**src/rtl/bmac.sv**
```systemverilog
// bmac: signed 4-bit dot-product multiply-accumulate leaf.
// Eight (IN_WIDTH/4) lane products come from a constant product table.
// They are registered, then summed through a balanced adder tree and registered again.
// Optional feature macro: BMAC_ACCUM_EN adds a saturating running-sum accumulator with clear.
module bmac #(
   parameter int IN_WIDTH     = 32,
   parameter int LUT_WIDTH    = 8,
   parameter int OUTPUT_WIDTH = 16
) (
   input  logic                    clk,
   input  logic                    rst_n,
   input  logic                    in_valid,
   input  logic                    acc_clr,
   input  logic [IN_WIDTH-1:0]     bmac_in_0,
   input  logic [IN_WIDTH-1:0]     bmac_in_1,
   output logic [OUTPUT_WIDTH-1:0] bmac_out,
   output logic                    out_valid
);

   localparam int LANES  = IN_WIDTH / 4;
   localparam int PROD_W = LUT_WIDTH + 1;
   localparam int LEVELS = (LANES > 1) ? $clog2(LANES) : 0;
   localparam int TREE_N = 1 << LEVELS;

   // Product table, entry {a, b} holds a*b as an 8-bit pattern. The only value above +63 is
   // (-8)(-8) = +64, stored as 8'h40, so the data field still sign-extends correctly.
   function automatic logic [256*LUT_WIDTH-1:0] buildLut();
      logic [256*LUT_WIDTH-1:0] tbl;
      int aVal;
      int bVal;
      tbl = '0;
      for (int idx = 0; idx < 256; idx++) begin
         aVal = (idx >> 4) & 15;
         bVal = idx & 15;
         if (aVal > 7) aVal = aVal - 16;
         if (bVal > 7) bVal = bVal - 16;
         tbl[idx*LUT_WIDTH +: LUT_WIDTH] = LUT_WIDTH'(aVal * bVal);
      end
      return tbl;
   endfunction

   localparam logic [256*LUT_WIDTH-1:0] PROD_LUT = buildLut();

   logic [PROD_W-1:0]              prod_d [LANES];
   logic [PROD_W-1:0]              prod_q [LANES];
   logic                           valid1_q;
   logic signed [OUTPUT_WIDTH-1:0] tree [2*TREE_N];
   logic signed [OUTPUT_WIDTH-1:0] dot;
   logic [OUTPUT_WIDTH-1:0]        out_d;
   logic [OUTPUT_WIDTH-1:0]        out_q;
   logic                           outValid_q;

   // Look up every lane product and widen it to a 9-bit signed value.
   always_comb begin
      logic [7:0]           lutIdx;
      logic [LUT_WIDTH-1:0] lutData;
      lutIdx  = '0;
      lutData = '0;
      for (int k = 0; k < LANES; k++) begin
         lutIdx    = {bmac_in_0[4*k +: 4], bmac_in_1[4*k +: 4]};
         lutData   = PROD_LUT[int'(lutIdx)*LUT_WIDTH +: LUT_WIDTH];
         prod_d[k] = {lutData[LUT_WIDTH-1], lutData};
      end
   end

   // Stage 1: capture the lane products of each valid operand pair and the valid bit.
   always_ff @(posedge clk or negedge rst_n) begin
      if (!rst_n) begin
         valid1_q <= 1'b0;
         for (int k = 0; k < LANES; k++) prod_q[k] <= '0;
      end else begin
         valid1_q <= in_valid;
         if (in_valid) begin
            for (int k = 0; k < LANES; k++) prod_q[k] <= prod_d[k];
         end
      end
   end

   // Balanced adder tree: leaves sit at TREE_N.., unused leaves stay zero, root is node 1.
   always_comb begin
      for (int i = 0; i < 2*TREE_N; i++) tree[i] = '0;
      for (int k = 0; k < LANES; k++) begin
         tree[TREE_N+k] = {{(OUTPUT_WIDTH-PROD_W){prod_q[k][PROD_W-1]}}, prod_q[k]};
      end
      for (int i = TREE_N-1; i >= 1; i--) begin
         tree[i] = tree[2*i] + tree[2*i+1];
      end
      dot = tree[1];
   end

`ifdef BMAC_ACCUM_EN
   logic clr1_q;

   // Stage 1 side-band: the clear travels with its operands so it acts at stage 2.
   always_ff @(posedge clk or negedge rst_n) begin
      if (!rst_n) clr1_q <= 1'b0;
      else        clr1_q <= acc_clr;
   end

   // Accumulate (or reload on clear) with saturation to the signed output range.
   always_comb begin
      logic signed [OUTPUT_WIDTH:0] sumWide;
      logic signed [OUTPUT_WIDTH:0] baseWide;
      baseWide = clr1_q ? '0 : {out_q[OUTPUT_WIDTH-1], out_q};
      sumWide  = baseWide + {dot[OUTPUT_WIDTH-1], dot};
      out_d    = out_q;
      if (valid1_q) begin
         if (sumWide[OUTPUT_WIDTH] != sumWide[OUTPUT_WIDTH-1]) begin
            out_d = sumWide[OUTPUT_WIDTH] ? {1'b1, {(OUTPUT_WIDTH-1){1'b0}}}
                                          : {1'b0, {(OUTPUT_WIDTH-1){1'b1}}};
         end else begin
            out_d = sumWide[OUTPUT_WIDTH-1:0];
         end
      end else if (clr1_q) begin
         out_d = '0;
      end
   end
`else
   logic unusedAccClr;
   assign unusedAccClr = acc_clr;

   // Plain dot product: load each valid result, hold the last one through bubbles.
   always_comb begin
      out_d = out_q;
      if (valid1_q) out_d = dot;
   end
`endif

   // Stage 2: result register and output valid.
   always_ff @(posedge clk or negedge rst_n) begin
      if (!rst_n) begin
         out_q      <= '0;
         outValid_q <= 1'b0;
      end else begin
         out_q      <= out_d;
         outValid_q <= valid1_q;
      end
   end

   assign bmac_out  = out_q;
   assign out_valid = outValid_q;

endmodule

```
**config.mk**
```make
export PLATFORM = sky130hd
export DESIGN_NAME = bmac
export DESIGN_NICKNAME = d
export VERILOG_FILES = /design/src/rtl/bmac.sv
export SDC_FILE = /design/constraint.sdc
export NUM_CORES = 1
export LEC_CHECK = 0
export ABC_CLOCK_PERIOD_IN_PS = 5510
export BUFFER_PORTS_ARGS = -buffer_cell sky130_fd_sc_hd__buf_4
export CAP_MARGIN = 40
export CELL_PAD_IN_SITES_DETAIL_PLACEMENT = 0
export CELL_PAD_IN_SITES_GLOBAL_PLACEMENT = 1
export CORE_MARGIN = 4
export CORE_UTILIZATION = 47
export DETAILED_ROUTE_END_ITERATION = 8
export GPL_ROUTABILITY_DRIVEN = 0
export PLACE_DENSITY = 0.88
export SETUP_SLACK_MARGIN = 0.3
export SLEW_MARGIN = 15
export SYNTH_ARGS = -nofsm -noshare
export SYNTH_HDL_FRONTEND = slang
export SYNTH_SLANG_ARGS = --single-unit
```
**constraint.sdc**
```tcl
create_clock -name clk -period 5.51 [get_ports clk]
set_input_delay 0.8265 -clock clk [delete_from_list [all_inputs] [get_ports clk]]
set_output_delay 0.8265 -clock clk [all_outputs]
set_load 0.01 [all_outputs]
```
==> Word level (Yosys, flattened, before mapping) <==
Cells that the tools add are included.
{ "classes": {"order_cmp": 0, "bitwise": 0, "n_mux": 0, "n_shift": 8, "n_eq_ne": 0, "div_mod_pow": 0, "n_reduce_logical": 0, "n_mul": 0, "n_addsub": 7} }
{ "op_table": {"columns": ["op", "n"], "rows": [
  ["variable part select 2048 x 12 -> 8 bit, first input constant", 8],
  ["adder 8 x 8 -> 9 bit", 4],
  ["adder 9 x 9 -> 10 bit", 2],
  ["adder 10 x 10 -> 11 bit", 1]
]} }
{ "totals": {"mem_bits_rw": 0, "romBits": 0, "n_memories": 0, "wordCells": 26, "latchBits": 0, "inputBits": 68, "register_bits": 82} }

==> Depth between registers and ports, before layout <==
{ "logic_depth": {"word_depth": 3, "mapped_depth": 16, "ltp_nobuf": 16} }

==> Least setup slack after synthesis <==
OpenSTA, ideal clock, no wires.
{ "synth_timing": {"path_kind": "register to register", "start": "register prod_q[29] (netlist name)", "end": "register out_q[8], in the netlist bmac_out[8]", "period_less_slack_ns": 4.146, "t_required_ns": 5.385, "n_path_buf": 0, "stages_incl_launch_ff": 17, "setup_ns": 0.125, "slack_ns": 1.364, "t_arrival_ns": 4.022, "path_cell_list": "dfrtp_1 -> inv_1 -> fa_1 -> inv_1 -> fa_1 -> fa_1 -> inv_1 -> fa_1 -> inv_1 -> ha_1 -> fa_1 -> a21o_1 -> a21oi_1 -> o21bai_1 -> a21oi_1 -> xnor2_1 -> mux2_2"} }
{ "synth_between": {"elab_chain_len": 3} }
{ "synth_rtl": {"columns": ["element", "line", "source"], "rows": [
  ["start, declared", "45", "logic [PROD_W-1:0] prod_q [LANES];"],
  ["adder 8 x 8 -> 9 bit", "86", "tree[i] = tree[2*i] + tree[2*i+1];"],
  ["adder 9 x 9 -> 10 bit", "86", null],
  ["adder 10 x 10 -> 11 bit", "86", null],
  ["end signal, assigned", "135", "out_q <= out_d;"],
  ["end, declared", "50", "logic [OUTPUT_WIDTH-1:0] out_q;"]
]} }
No other way between the ends.
A chain may end at the register's enable or synchronous reset.

==> Worst setup path in the final report <==
Ends and elaborated chain as after synthesis.

==> summary.txt <==
Die
  • # rows: 58
  • Starting density of the core: 47.8%
  • Die ar.: 0.0282 sq mm
  • Die Y: 168 um
  • Core Region: 0.0252 sq mm
  • IO Pins: 85
  • Chip Width: 168 um

Power
  • Lkg Pwr: 5.35 nW
  • PwrDens: 377 mW/mm^2
  • Gate power share: 71.1%
  • Flop pwr share: 16.5%
  • Clk pwr share: 12.4%
  • Switch share: 44.6%
  • Worst vdd ir: 0.000498 V
  • Sw Pwr: 2.13 mW
  • P_int: 2.65 mW

Critical path
  • CP Data Required Time: 5730 ps
  • Crit path capture type: register
  • Reg2reg path depth: 16
  • Worst path max stage delay: 550 ps
  • Crit-path max FO: 3
  • Crit path cell chain: inv_1 > fa_1 > inv_1 > fa_1 > fa_1 > inv_1 > fa_1 > inv_1 > ha_1 > fa_1 > a21o_1 > a21oi_1 > o21bai_1 > a21oi_1 > xnor2_1 > mux2_2
  • Most common cell on crit path: fa_1
  • Slowest stage cell, crit path: fa_1
  • Setup crit start kind: register
  • WS Path Type: register to register
  • Data arrival time of the worst path: 4690 ps

Final layout
  • Fraction of layout cells with a size suffix above 1: 9.67%
  • Final non-filler cell total: 1902
  • Fin nets: 1752
  • Finished Core Util: 50.3%
  • Layout area overhead: 5.25%
  • Fill cells: 2477
  • Ant diodes: 0

Drt
  • WL/cell: 17.0 um
  • Vias/cell: 6.21
  • Pre-antenna DRT Iters: 5
  • DR DRC count: 0
  • Post-Route WL: 32.4 mm
  • DR vias: 11800
  • Number of routed nets with antenna violations: 0
  • 1st-iter DRT viols: 1081

Synth
  • Syn. warnings: 0
  • Synth cell types: 83
  • Seq/Total Area, Yosys: 16.0%
  • Number of synthesized flops with an enable pin: 0
  • Commonest register cell after synthesis: dfrtp_1
  • Syn Inst Count: 1630
  • Syn avg cell area: 7.38 sq um
  • Net Count, Synth: 1815
  • Synth Register Bits: 77
  • Synthesized area: 0.0120 sq mm
  • Ys async rst share: 100%

Place
  • # port buffers: 83
  • Placed cells: 1886
  • DP HPWL: 22.4 mm

STA
  • Slew Limit Fails: 0
  • Endpoints failing hold: 0
  • Min Clock Period, post-route: 4470 ps
  • Final Cycle Share: 81.1%
  • Setup TNS Final: 0 ps
  • Clock Skew: 7.80 ps
  • Worst slew pin tran: 620 ps
  • Final setup vio count: 0
  • RSZ-0062 raised after global routing: false
  • Min Hold Slack: 442 ps
  • Fmax: 0.224 GHz
  • Slew HR: 58.7%

Global route
  • Initial antenna violation count: 0
  • Global-route wire length before repair: 53.8 mm
  • Gr usage total: 22.0%
  • Grt ovf: 0
  • Vias in the first global route: 10500
  • Largest net degree at the start of global routing: 61

CTS
  • Worst-Skew Late Latency: 340 ps
  • Clock tree buffer depth: 2
  • Clock sinks: 77
  • CTS buffer count: 9
  • Worst-path clk slew: 60 ps
  • TritonCTS clock tree: yes
  • H-tree depth: 3
  • Post-CTS Setup Inserts: 0
  • CTS hold repair buffers: 0
  • Root Driver: clkbuf_16
  • Count of cells resized by post-cts repair: 0

Min path
  • Hold WC Path Type: input port to asynchronous set/reset pin

Status
  • Status: complete, no violations

Flow run
  • Max cap viols: 0
==> registers in the layout, summed over array words and instances, names as in the netlist <==
signal and count:
out_valid 1, prod_q 64, bmac_out 11, valid1_q 1
==> layer usage <==
metal | wire length, um | track usage, %
met1 | 15300 | 33.2
met2 | 14800 | 34.4
met3 | 1730 | 2.07
met4 | 514 | 4.76
met5 | 0 | 0
==> critical path: cells and delay by family, from the launching register on <==
family          cells  cell delay [ps]
compound gates      4              730
buf+inv             4              220
xor+xnor            1              100
mux                 1              260
flops               1              330
fa+ha+maj           6             2700
==> per-stage QoR <==
step	power (mW)	instance area, sq um	worst slack (ps)
3_5_place_dp	4.10	12400	1080
6_report	4.77	12700	1040
5_1_grt	5.27	12700	819
2_1_floorplan	3.39	12000	1360
3_3_place_gp	4.04	12400	1140
4_1_cts	4.79	12700	1020
==> power groups by stage <==
stage	registers, mW	clock network [mW]	logic (mW)
after global placement	0.795	0	3.25
final	0.789	0.590	3.40
after floorplan	0.775	0	2.62
after global routing	0.799	0.626	3.84
after CTS	0.787	0.596	3.40
after detailed placement	0.796	0	3.31
==> kinds of logic after synthesis <==
| family | Yosys count | synth area share (%) |
|---|---|---|
| compound gates | 602 | 33.1 |
| xor+xnor | 26 | 1.89 |
| fa+ha+maj | 117 | 15.3 |
| buf+inv | 317 | 11.0 |
| flops | 77 | 16.0 |
| mux | 49 | 5.01 |
| simple gates | 442 | 17.6 |
==> area by class of cell <==
type | instances | area (sq um) | area share (%)
Inverter | 157 | 589 | 4.65
Clock inverter | 3 | 45.0 | 0.356
Clock buffer | 13 | 250 | 1.98
Tap cell | 330 | 413 | 3.26
Multi-Input combinational cell | 1236 | 8780 | 69.3
Timing Repair Buffer | 86 | 658 | 5.20
Sequential cell | 77 | 1930 | 15.2
==> Yosys cell counts, drive strengths merged (24+ instances only) <==
cell,number,area (sq um)
inv,155,582
a21oi,151,756
o21ai,138,691
nor2,129,484
nand2,111,417
buf,83,444
clkbuf,77,290
dfrtp,77,1930
ha,66,826
fa,51,1020
nor2b,41,259
nand3,40,200
nor3,38,190
a31oi,37,231
o211ai,35,263
a211oi,33,248
nand2b,24,150
==> cells in the final DEF, fill, tap and decap left out, types with 7 or more instances in the layout <==
cell,n
a21boi_0,7
nor3_1,38
mux2_2,20
a311oi_1,9
nand2b_1,24
nor3b_1,10
a21o_1,15
o22ai_1,10
a221o_1,7
fa_1,51
o221ai_1,11
o311ai_0,14
a221oi_1,14
nand4_1,7
nor2b_1,40
nor2_1,129
nand2_1,111
xnor2_1,20
a22oi_1,9
ha_1,66
mux4_2,7
o2111ai_1,19
a31oi_1,37
or2_2,9
a21oi_1,151
a211oi_1,33
inv_1,151
mux2i_1,22
a32oi_1,7
o211ai_1,35
buf_4,85
and2_1,7
clkbuf_16,9
o21a_1,7
o21ai_0,134
nand3_1,40
dfrtp_1,77
o31ai_1,16
==> final timing paths <==
check,startpoint,endpoint,slack (ps)
hold / removal,rst_n,valid1_q$_DFF_PN0_,440
min in group clk,prod_q[10]$_DFFE_PN0P_,prod_q[10]$_DFFE_PN0P_,490
setup reg to reg,prod_q[29]$_DFFE_PN0P_,bmac_out[8]$_DFFE_PN0P_,1040
setup / recovery,prod_q[29]$_DFFE_PN0P_,bmac_out[8]$_DFFE_PN0P_,1040
max in group asynchronous,rst_n,prod_q[3]$_DFFE_PN0P_,4490
hold reg to reg,prod_q[10]$_DFFE_PN0P_,prod_q[10]$_DFFE_PN0P_,490
No activity file was read; power rests on OpenSTA's default activity.
